$ cat src/rtl/pwm_apb_regs.sv
// APB3 register slave feeding the pwm generator: shadow period/duty registers,
// boundary-synchronous transfer to the active outputs, and an optional duty slew ramp.
//
// state   | meaning
// --------+-----------------------------------------------------------------
// ST_OFF  | disabled; active outputs track the shadow period and clamped duty
// ST_RUN  | enabled; outputs hold, pending shadows load on period_end
// ST_RAMP | enabled; duty steps toward the target on each period_end
module pwm_apb_regs #(
  parameter int WIDTH = 16
) (
  input  logic             clk,
  input  logic             rst,
  input  logic             PSEL,
  input  logic             PENABLE,
  input  logic             PWRITE,
  input  logic [7:0]       PADDR,
  input  logic [31:0]      PWDATA,
  output logic [31:0]      PRDATA,
  output logic             PREADY,
  output logic             PSLVERR,
  input  logic             period_end,
  output logic [WIDTH-1:0] period,
  output logic [WIDTH-1:0] duty_cycle,
  output logic             pwm_enable
);

  typedef enum logic [1:0] {ST_OFF, ST_RUN, ST_RAMP} state_t;

  state_t           state, state_nxt;
  logic             enable, ramp_en, pending;
  logic             enable_nxt, pending_nxt;
  logic [WIDTH-1:0] period_sh, duty_sh, step_r;
  logic [WIDTH-1:0] period_nxt, duty_nxt;
  logic [WIDTH-1:0] eff, ramp_val;
  logic [WIDTH:0]   up_sum, dn_dif;
  logic             clamped, ramping;
  logic [5:0]       addr_idx;
  logic             apb_setup, apb_wr, addr_rw, addr_map, err_dec;
  logic             wr_ctrl, wr_period, wr_duty, wr_step;
  logic [31:0]      rdata_mux;

  assign PREADY     = 1'b1;
  assign pwm_enable = (state != ST_OFF);
  assign ramping    = (state == ST_RAMP);
  assign clamped    = (duty_sh > period_sh);
  assign eff        = clamped ? period_sh : duty_sh;

  assign addr_idx  = PADDR[7:2];
  assign apb_setup = PSEL & ~PENABLE;
  assign apb_wr    = PSEL & PENABLE & PWRITE;
  assign addr_rw   = (addr_idx <= 6'd3);
  assign addr_map  = (addr_idx <= 6'd5);
  assign err_dec   = ~addr_map | (PWRITE & ~addr_rw);

  assign wr_ctrl   = apb_wr & (addr_idx == 6'd0);
  assign wr_period = apb_wr & (addr_idx == 6'd1);
  assign wr_duty   = apb_wr & (addr_idx == 6'd2);
  assign wr_step   = apb_wr & (addr_idx == 6'd3);

  always_comb begin
    rdata_mux = '0;
    case (addr_idx)
      6'd0: rdata_mux[1:0]       = {ramp_en, enable};
      6'd1: rdata_mux[WIDTH-1:0] = period_sh;
      6'd2: rdata_mux[WIDTH-1:0] = duty_sh;
      6'd3: rdata_mux[WIDTH-1:0] = step_r;
      6'd4: rdata_mux[2:0]       = {clamped, ramping, pending};
      6'd5: rdata_mux[WIDTH-1:0] = duty_cycle;
      default: rdata_mux = '0;
    endcase
  end

  // Extra bit keeps the sum/difference from wrapping before the saturation compare.
  assign up_sum = {1'b0, duty_cycle} + {1'b0, step_r};
  assign dn_dif = {1'b0, duty_cycle} - {1'b0, step_r};

  always_comb begin
    if (duty_cycle < eff)
      ramp_val = (up_sum >= {1'b0, eff}) ? eff : up_sum[WIDTH-1:0];
    else
      ramp_val = (dn_dif[WIDTH] || (dn_dif <= {1'b0, eff})) ? eff : dn_dif[WIDTH-1:0];
  end

  always_comb begin
    state_nxt   = state;
    period_nxt  = period;
    duty_nxt    = duty_cycle;
    pending_nxt = pending | wr_period | wr_duty;
    enable_nxt  = wr_ctrl ? PWDATA[0] : enable;
    case (state)
      ST_OFF: begin
        period_nxt  = period_sh;
        duty_nxt    = eff;
        pending_nxt = 1'b0;
        if (enable_nxt) state_nxt = ST_RUN;
      end
      ST_RUN: begin
        if (period_end && pending) begin
          period_nxt  = period_sh;
          pending_nxt = wr_period | wr_duty;
          if (ramp_en && (step_r != '0)) state_nxt = ST_RAMP;
          else                           duty_nxt  = eff;
        end
      end
      ST_RAMP: begin
        if (period_end) begin
          if (pending) begin
            period_nxt  = period_sh;
            pending_nxt = wr_period | wr_duty;
          end
          duty_nxt = (ramp_en && (step_r != '0)) ? ramp_val : eff;
          if (duty_nxt == eff) state_nxt = ST_RUN;
        end
      end
      default: state_nxt = ST_OFF;
    endcase
    if (!enable_nxt) state_nxt = ST_OFF;
  end

  always_ff @(posedge clk) begin
    if (rst) begin
      state      <= ST_OFF;
      enable     <= 1'b0;
      ramp_en    <= 1'b0;
      pending    <= 1'b0;
      period_sh  <= '0;
      duty_sh    <= '0;
      step_r     <= '0;
      period     <= '0;
      duty_cycle <= '0;
      PRDATA     <= '0;
      PSLVERR    <= 1'b0;
    end else begin
      state      <= state_nxt;
      enable     <= enable_nxt;
      pending    <= pending_nxt;
      period     <= period_nxt;
      duty_cycle <= duty_nxt;
      if (wr_ctrl)   ramp_en   <= PWDATA[1];
      if (wr_period) period_sh <= PWDATA[WIDTH-1:0];
      if (wr_duty)   duty_sh   <= PWDATA[WIDTH-1:0];
      if (wr_step)   step_r    <= PWDATA[WIDTH-1:0];
      if (apb_setup) begin
        PRDATA  <= rdata_mux;
        PSLVERR <= err_dec;
      end else if (!PSEL) begin
        PSLVERR <= 1'b0;
      end
    end
  end

endmodule

$ cat config.mk
export PLATFORM = sky130hd
export DESIGN_NAME = pwm_apb_regs
export DESIGN_NICKNAME = d
export VERILOG_FILES = /design/src/rtl/pwm_apb_regs.sv
export SDC_FILE = /design/constraint.sdc
export NUM_CORES = 1
export LEC_CHECK = 0
export CAP_MARGIN = 5
export CORE_MARGIN = 5
export CORE_UTILIZATION = 45
export DETAILED_ROUTE_END_ITERATION = 7
export MAX_ROUTING_LAYER = met4
export PLACE_DENSITY = 0.7
export SYNTH_ARGS = -nofsm -noshare
export SYNTH_HDL_FRONTEND = slang
export SYNTH_SLANG_ARGS = --single-unit
$ cat constraint.sdc
create_clock -name clk -period 5.4 [get_ports clk]
set_clock_uncertainty 0.1 [all_clocks]
set_input_delay 0.81 -clock clk [delete_from_list [all_inputs] [get_ports clk]]
set_output_delay 0.81 -clock clk [all_outputs]
set_load 0.01 [all_outputs]
==> impl_metrics.tcl, run 1 <==
set metrics [dict create \
    min_period_ps 5700 \
    netlist_area_sq_um 8230 \
    fmax_mhz 175 \
    finalWeightedCongestion 1.03 \
    worstPathMaxFanout 4 \
    period_share 1.06 \
    synth-edff-count 0 \
    clk_latency_ps 370 \
    ant_nets 0 \
    synth_cell_type_count 77 \
    row_count 49 \
    cp.arrival_ps 5870 \
    die_area_sq_um 21100 \
    yosysMostFrequentCell "nand2_1" \
    dpl.hpwl_mm 24.7 \
    place.port_buffers 77 \
    chipWidth_um 145 \
    cp.required_ps 5570 \
    antenna_found_initial 0 \
    diodes 0 \
    synth_area_leader_cell "dfxtp_1" \
    cts_made_buffers 9 \
    cap_viol_max_count 0 \
    drt-pass1-iter-count 6 \
    yosysWarnings 0 \
    syn2layout_area_growth_pct 48.7 \
    violations "negative setup slack" \
    clockRootBuffer "clkbuf_16" \
    htree_levels 3 \
    grt_usage 0.311 \
    synth_seq_cells 102 \
    start_kind "flop" \
    core_sq_um 18000 \
    start_util 0.458 \
    io_pins 113 \
    route.detailed.wl_per_inst_um 20.7 \
    drc 0 \
    grt_overflow 0 \
    path_clk_slew_ps 80 \
    grt_pass1_vias 9698 \
    drive_above_1_share 0.296 \
    setup_violations 8 \
    via_per_inst 6.06 \
    p_leak_nw 5.11 \
    power_density_nw_per_um2 141 \
    outcome "finished with violations" \
    slew_violations 0 \
    max_slew_margin 0.237 \
    finish.net_count 1547 \
    synthesis.instances 1108 \
    fill_cells 1441 \
    synthTopCellsByArea "dfxtp_1 (25%), ha_1 (14%), a21oi_1 (8.9%)" \
    crit_type "flop to flop" \
    cts.sinks 102 \
    grt_max_degree 53 \
    grt_pass1_wl_mm 51.7 \
    routed_wl_mm 34.0 \
    ys_seq_area_frac 0.248 \
    worst_pin_slew_ps 1120 \
    synthArstFlopShare 0 \
    postPlaceCellArea_sq_um 10800 \
    rsz0062_at_grt "yes" \
    hold_violations 0 \
    synth_top_area_share 0.248 \
    synth_common_cells "nand2_1 (163), a21oi_1 (147), dfxtp_1 (102), nor2_1 (92), ha_1 (91)" \
    hp-class "flop to flop" \
    cts_buffer_depth 2 \
    die-height_um 145 \
    tritoncts "built" \
    syn_avg_cell_area_sq_um 7.43 \
    ir_drop_mv 0.159 \
    drt_iter0_drc 1164 \
    synth_ff_type "dfxtp_1" \
    holdWs_ps 371 \
    dp_worst_setup_slack_ps -519 \
    setup_ws_ps -301 \
    vias 9944 \
    end_kind "flop" \
    postLayoutCellArea_sq_um 12200 \
]
==> report_power, final <==
| group | internal, mW | switching, mW | total (mW) |
|---|---|---|---|
| registers | 0.752 | 0.000744 | 0.753 |
| logic | 0.150 | 0.148 | 0.298 |
| clock network | 0.339 | 0.343 | 0.682 |
==> placed cells by master, fill, tap and decap left out, drive strengths merged, types with 9 or more instances in the layout <==
cell,count
a211oi,13
a21o,9
a21oi,147
a221oi,11
a222oi,16
a22oi,9
a31oi,10
buf,269
clkbuf,10
clkdlybuf4s50,76
conb,17
dfxtp,102
ha,91
inv,79
mux2i,10
nand2,163
nand2b,9
nand3,19
nand4,11
nor2,93
nor2b,12
nor3,21
nor4,12
o21ai,39
o221ai,14
xnor2,29
==> state kept, by name, indices dropped and copies added, names as in the netlist <==
register,cells
PRDATA,16
PSLVERR,1
duty_cycle,16
duty_sh,16
enable,1
pending,1
period,16
period_sh,16
ramp_en,1
state,2
step_r,16
==> cell families after synthesis <==
kind of cell	after synthesis	share of synthesized area
xor gates and xnor gates	33	0.0351
muxes	14	0.0176
other	2	0.000912
DFF	102	0.248
buffers and inverters	148	0.0754
and+or+nand+nor	376	0.209
adders and majority gates	94	0.144
AOI/OAI and AO/OA	339	0.269
==> worst max-delay path, cell delays in order (launching register included) <==
cell and delay, ps:
dfxtp_2 350, inv_2 60, ha_4 260, nand4_4 120
or4_4 600, a21oi_4 170, o31ai_4 140, buf_12 150
buf_4 130, o21ai_2 190, inv_1 80, ha_1 290
nor2b_1 150, o31a_1 260, o41ai_2 360, a221oi_2 130
or4_4 580, o32a_1 410, a221oi_2 280, a41oi_2 180
or3_4 420, o41ai_2 190
==> worst paths after layout <==
kind                                    start  cells past startpoint        end  slack, ps
worst min register to register      PRDATA[2]                      2  PRDATA[2]        370
worst min-delay path                PRDATA[2]                      2  PRDATA[2]        370
worst max register to register  period_sh[12]                     21   state[0]       -300
worst max-delay path            period_sh[12]                     21   state[0]       -300
==> through the flow <==
stage / utilization / instances / setup TNS [ps] / power, mW
2_1_floorplan: - / 1123 / -31.8 / 0.897
3_3_place_gp: 0.604 / 1589 / -1710 / 0.985
3_5_place_dp: 0.604 / 1589 / -2210 / 0.986
4_1_cts: 0.666 / 1633 / -196 / 1.70
5_1_grt: 0.682 / 1642 / -2200 / 1.78
6_report: 0.682 / 1642 / -791 / 1.73
==> metal layers <==
layer  wire [um]  GRT usage  up-vias
li1            -          -     4575
met1       13700      0.399     4558
met2       15100      0.478      669
met3        3460     0.0465      142
met4        1750      0.157        0
met5           0          -        -
==> area by class of cell <==
| type | instances | area (sq um) | area share |
|---|---|---|---|
| clock buffers | 10 | 239 | 0.0195 |
| clock inverters | 6 | 67.6 | 0.00552 |
| inverters | 77 | 292 | 0.0238 |
| multi-input cells | 873 | 6390 | 0.522 |
| flip-flops and latches | 102 | 2050 | 0.167 |
| well taps | 229 | 287 | 0.0234 |
| repair buffers | 345 | 2920 | 0.238 |
==> repair_timing <==
action / CTS / global route
setup buffers: 29 / 8
gates resized for setup: 124 / 42
setup endpoints to repair: 17 / 18
pin swaps: 58 / 22
hold buffers: 0 / 0
gates cloned: 0 / 1
(Power assumes the default switching activity.)
==> inputs of run 2 (changes only) <==
--- a/config.mk
+++ b/config.mk
@@ -6,7 +6,7 @@
 export NUM_CORES = 1
 export LEC_CHECK = 0
 export CAP_MARGIN = 5
-export CORE_MARGIN = 5
+export CORE_MARGIN = 2
 export CORE_UTILIZATION = 45
 export DETAILED_ROUTE_END_ITERATION = 7
 export MAX_ROUTING_LAYER = met4
==> run 2 against run 1 <==
  * The run ends with design-rule violations, negative setup slack left
  * Power down 0.85%
  * Sequential cell count unchanged
  * Clock-buffer cell count unchanged
  * First-iteration DRC count down 4.8%
  * Register-to-register slack better by 100 ps
  * Largest cell class unchanged
  * Largest power group unchanged
==> impl_metrics.tcl, run 2 (synthesis gave the netlist of run 1 again) <==
set metrics [dict create \
    layout.cells.most_common_list "buf_4 (259), nand2_1 (162), a21oi_1 (140), dfxtp_1 (97), nor2_1 (88)" \
    hold_path_depth 2 \
    grt_overflow 0 \
    start_util 0.458 \
    hp-class "flop to flop" \
    final_core_util 0.684 \
    crit_end "state[0]" \
    slew_violations 0 \
    slowest_delay_ps 600 \
    chipWidth_um 139 \
    crit_chain "inv_2 -> ha_4 -> nand4_4 -> or4_4 -> a21o_4 -> a31oi_4 -> buf_6 -> mux2_4 -> inv_4 -> ha_1 -> a21oi_1 -> a21oi_1 -> o41ai_2 -> a221oi_2 -> nor4_2 -> o21a_4 -> buf_12 -> a221oi_1 -> nor4_1 -> a41oi_2 -> or3_4 -> o41ai_2" \
    reg2regPathDepth 22 \
    final_common_cell "buf_4" \
    regArea_sq_um 2050 \
    diodes 0 \
    p_leak_nw 5.19 \
    routed_wl_mm 33.0 \
    antenna_found_initial 0 \
    dp_worst_setup_slack_ps -586 \
    tritoncts "built" \
    setup_violations 2 \
    cap_viol_max_count 0 \
    timing.critical_path.buf_inv 4 \
    cp.required_ps 5570 \
    r2r_setup_slack_ps -200 \
    worst_pin_slew_ps 1220 \
    path_clk_slew_ps 80 \
    max_slew_margin 0.164 \
    place.port_buffers 77 \
    worstPathMaxFanout 9 \
    cts_made_buffers 9 \
    drc 3 \
    cp.arrival_ps 5770 \
    row_count 49 \
    core_sq_um 18000 \
    htree_levels 3 \
    syn2layout_area_growth_pct 49.2 \
    finalWeightedCongestion 1.00 \
    io_pins 113 \
    fmax_mhz 179 \
    period_share 1.04 \
    crit_family "compound AO/OA/AOI/OAI gates" \
    placedCellCount 1597 \
    grt_max_degree 52 \
    fill_cells 1518 \
    violations "design-rule violations, negative setup slack" \
    drive_above_1_share 0.295 \
    crit_type "flop to flop" \
    min_period_ps 5600 \
    r2r-end "state[0]" \
    final_cells 1655 \
    start_kind "flop" \
    postPlaceCellArea_sq_um 10900 \
    cts_buffer_depth 2 \
    hold_violations 0 \
    outcome "finished with violations" \
    path_depth 22 \
    clk_latency_ps 360 \
    drt_iter0_drc 1108 \
    via_per_inst 5.89 \
    finish.net_count 1560 \
    cp_slowest_cell "or4_4" \
    power_density_nw_per_um2 140 \
    clockRootBuffer "clkbuf_16" \
    grt_pass1_wl_mm 50.7 \
    vias 9745 \
    cts_hold_buf 0 \
    dpl.hpwl_mm 24.5 \
    drt-pass1-iter-count 8 \
    regToRegStartpoint "period_sh[14]" \
    grt_pass1_vias 9404 \
    postLayoutCellArea_sq_um 12300 \
    rsz0062_at_grt "yes" \
    grt_usage 0.340 \
    multiInputGateArea_sq_um 6350 \
    ir_drop_mv 0.153 \
    die-height_um 139 \
    ant_nets 0 \
    cts.sinks 102 \
    setup_ws_ps -199 \
    route.detailed.wl_per_inst_um 20.0 \
    end_kind "flop" \
    crit_start "period_sh[14]" \
    die_area_sq_um 19400 \
]
==> run 2: routing by layer <==
metal | up-vias | track usage | routed length [um]
met4 | 0 | 0.128 | 1060
met3 | 78 | 0.0551 | 2960
met5 | - | - | 0
li1 | 4615 | - | -
met1 | 4559 | 0.446 | 14000
met2 | 493 | 0.528 | 15000
==> run 2: per-stage QoR <==
| step | setup TNS [ps] | total power [mW] | hold slack (ps) |
|---|---|---|---|
| after floorplan | -31.8 | 0.897 | 349 |
| after global placement | -4110 | 0.975 | 339 |
| after detailed placement | -4920 | 0.976 | 354 |
| after CTS | -151 | 1.68 | 364 |
| after global routing | -2190 | 1.76 | 401 |
| final | -367 | 1.72 | 361 |
==> run 2: worst register-to-register path, delay by kind of cell (launching register included) <==
kind | cells | cell delay [ps]
compound gates | 10 | 1950
mux | 1 | 330
flops | 1 | 340
simple gates | 5 | 1830
buf+inv | 4 | 420
fa+ha+maj | 2 | 530
==> run 2: worst min path at each step <==
stage	startpoint	end	slack, ps
final	PRDATA[2]	PRDATA[2]	360
after global routing	PRDATA[2]	PRDATA[2]	400
after CTS	PRDATA[2]	PRDATA[2]	360
after detailed placement	PRDATA[2]	PRDATA[2]	350
after global placement	PRDATA[2]	PRDATA[2]	340
after floorplan	period_sh[14]	period_sh[14]	350
==> run 2: timing repair <==
item | 4_1_cts | 5_1_grt
gates cloned | 0 | 1
buffers inserted | 36 | 5
pin swaps | 30 | 38
setup endpoints to repair | 17 | 18
resized for setup | 97 | 56
==> run 2: final cells by class <==
cell class | instances | area share
repair buffers | 358 | 0.245
inverters | 77 | 0.0239
multi-input cells | 873 | 0.517
clock inverters | 6 | 0.00550
well taps | 229 | 0.0233
clock buffers | 10 | 0.0186
flip-flops and latches | 102 | 0.167
==> run 2: power by group <==
group	internal [mW]	total [mW]	switching, mW
logic	0.145	0.287	0.142
clock network	0.328	0.678	0.350
registers	0.752	0.753	0.000701
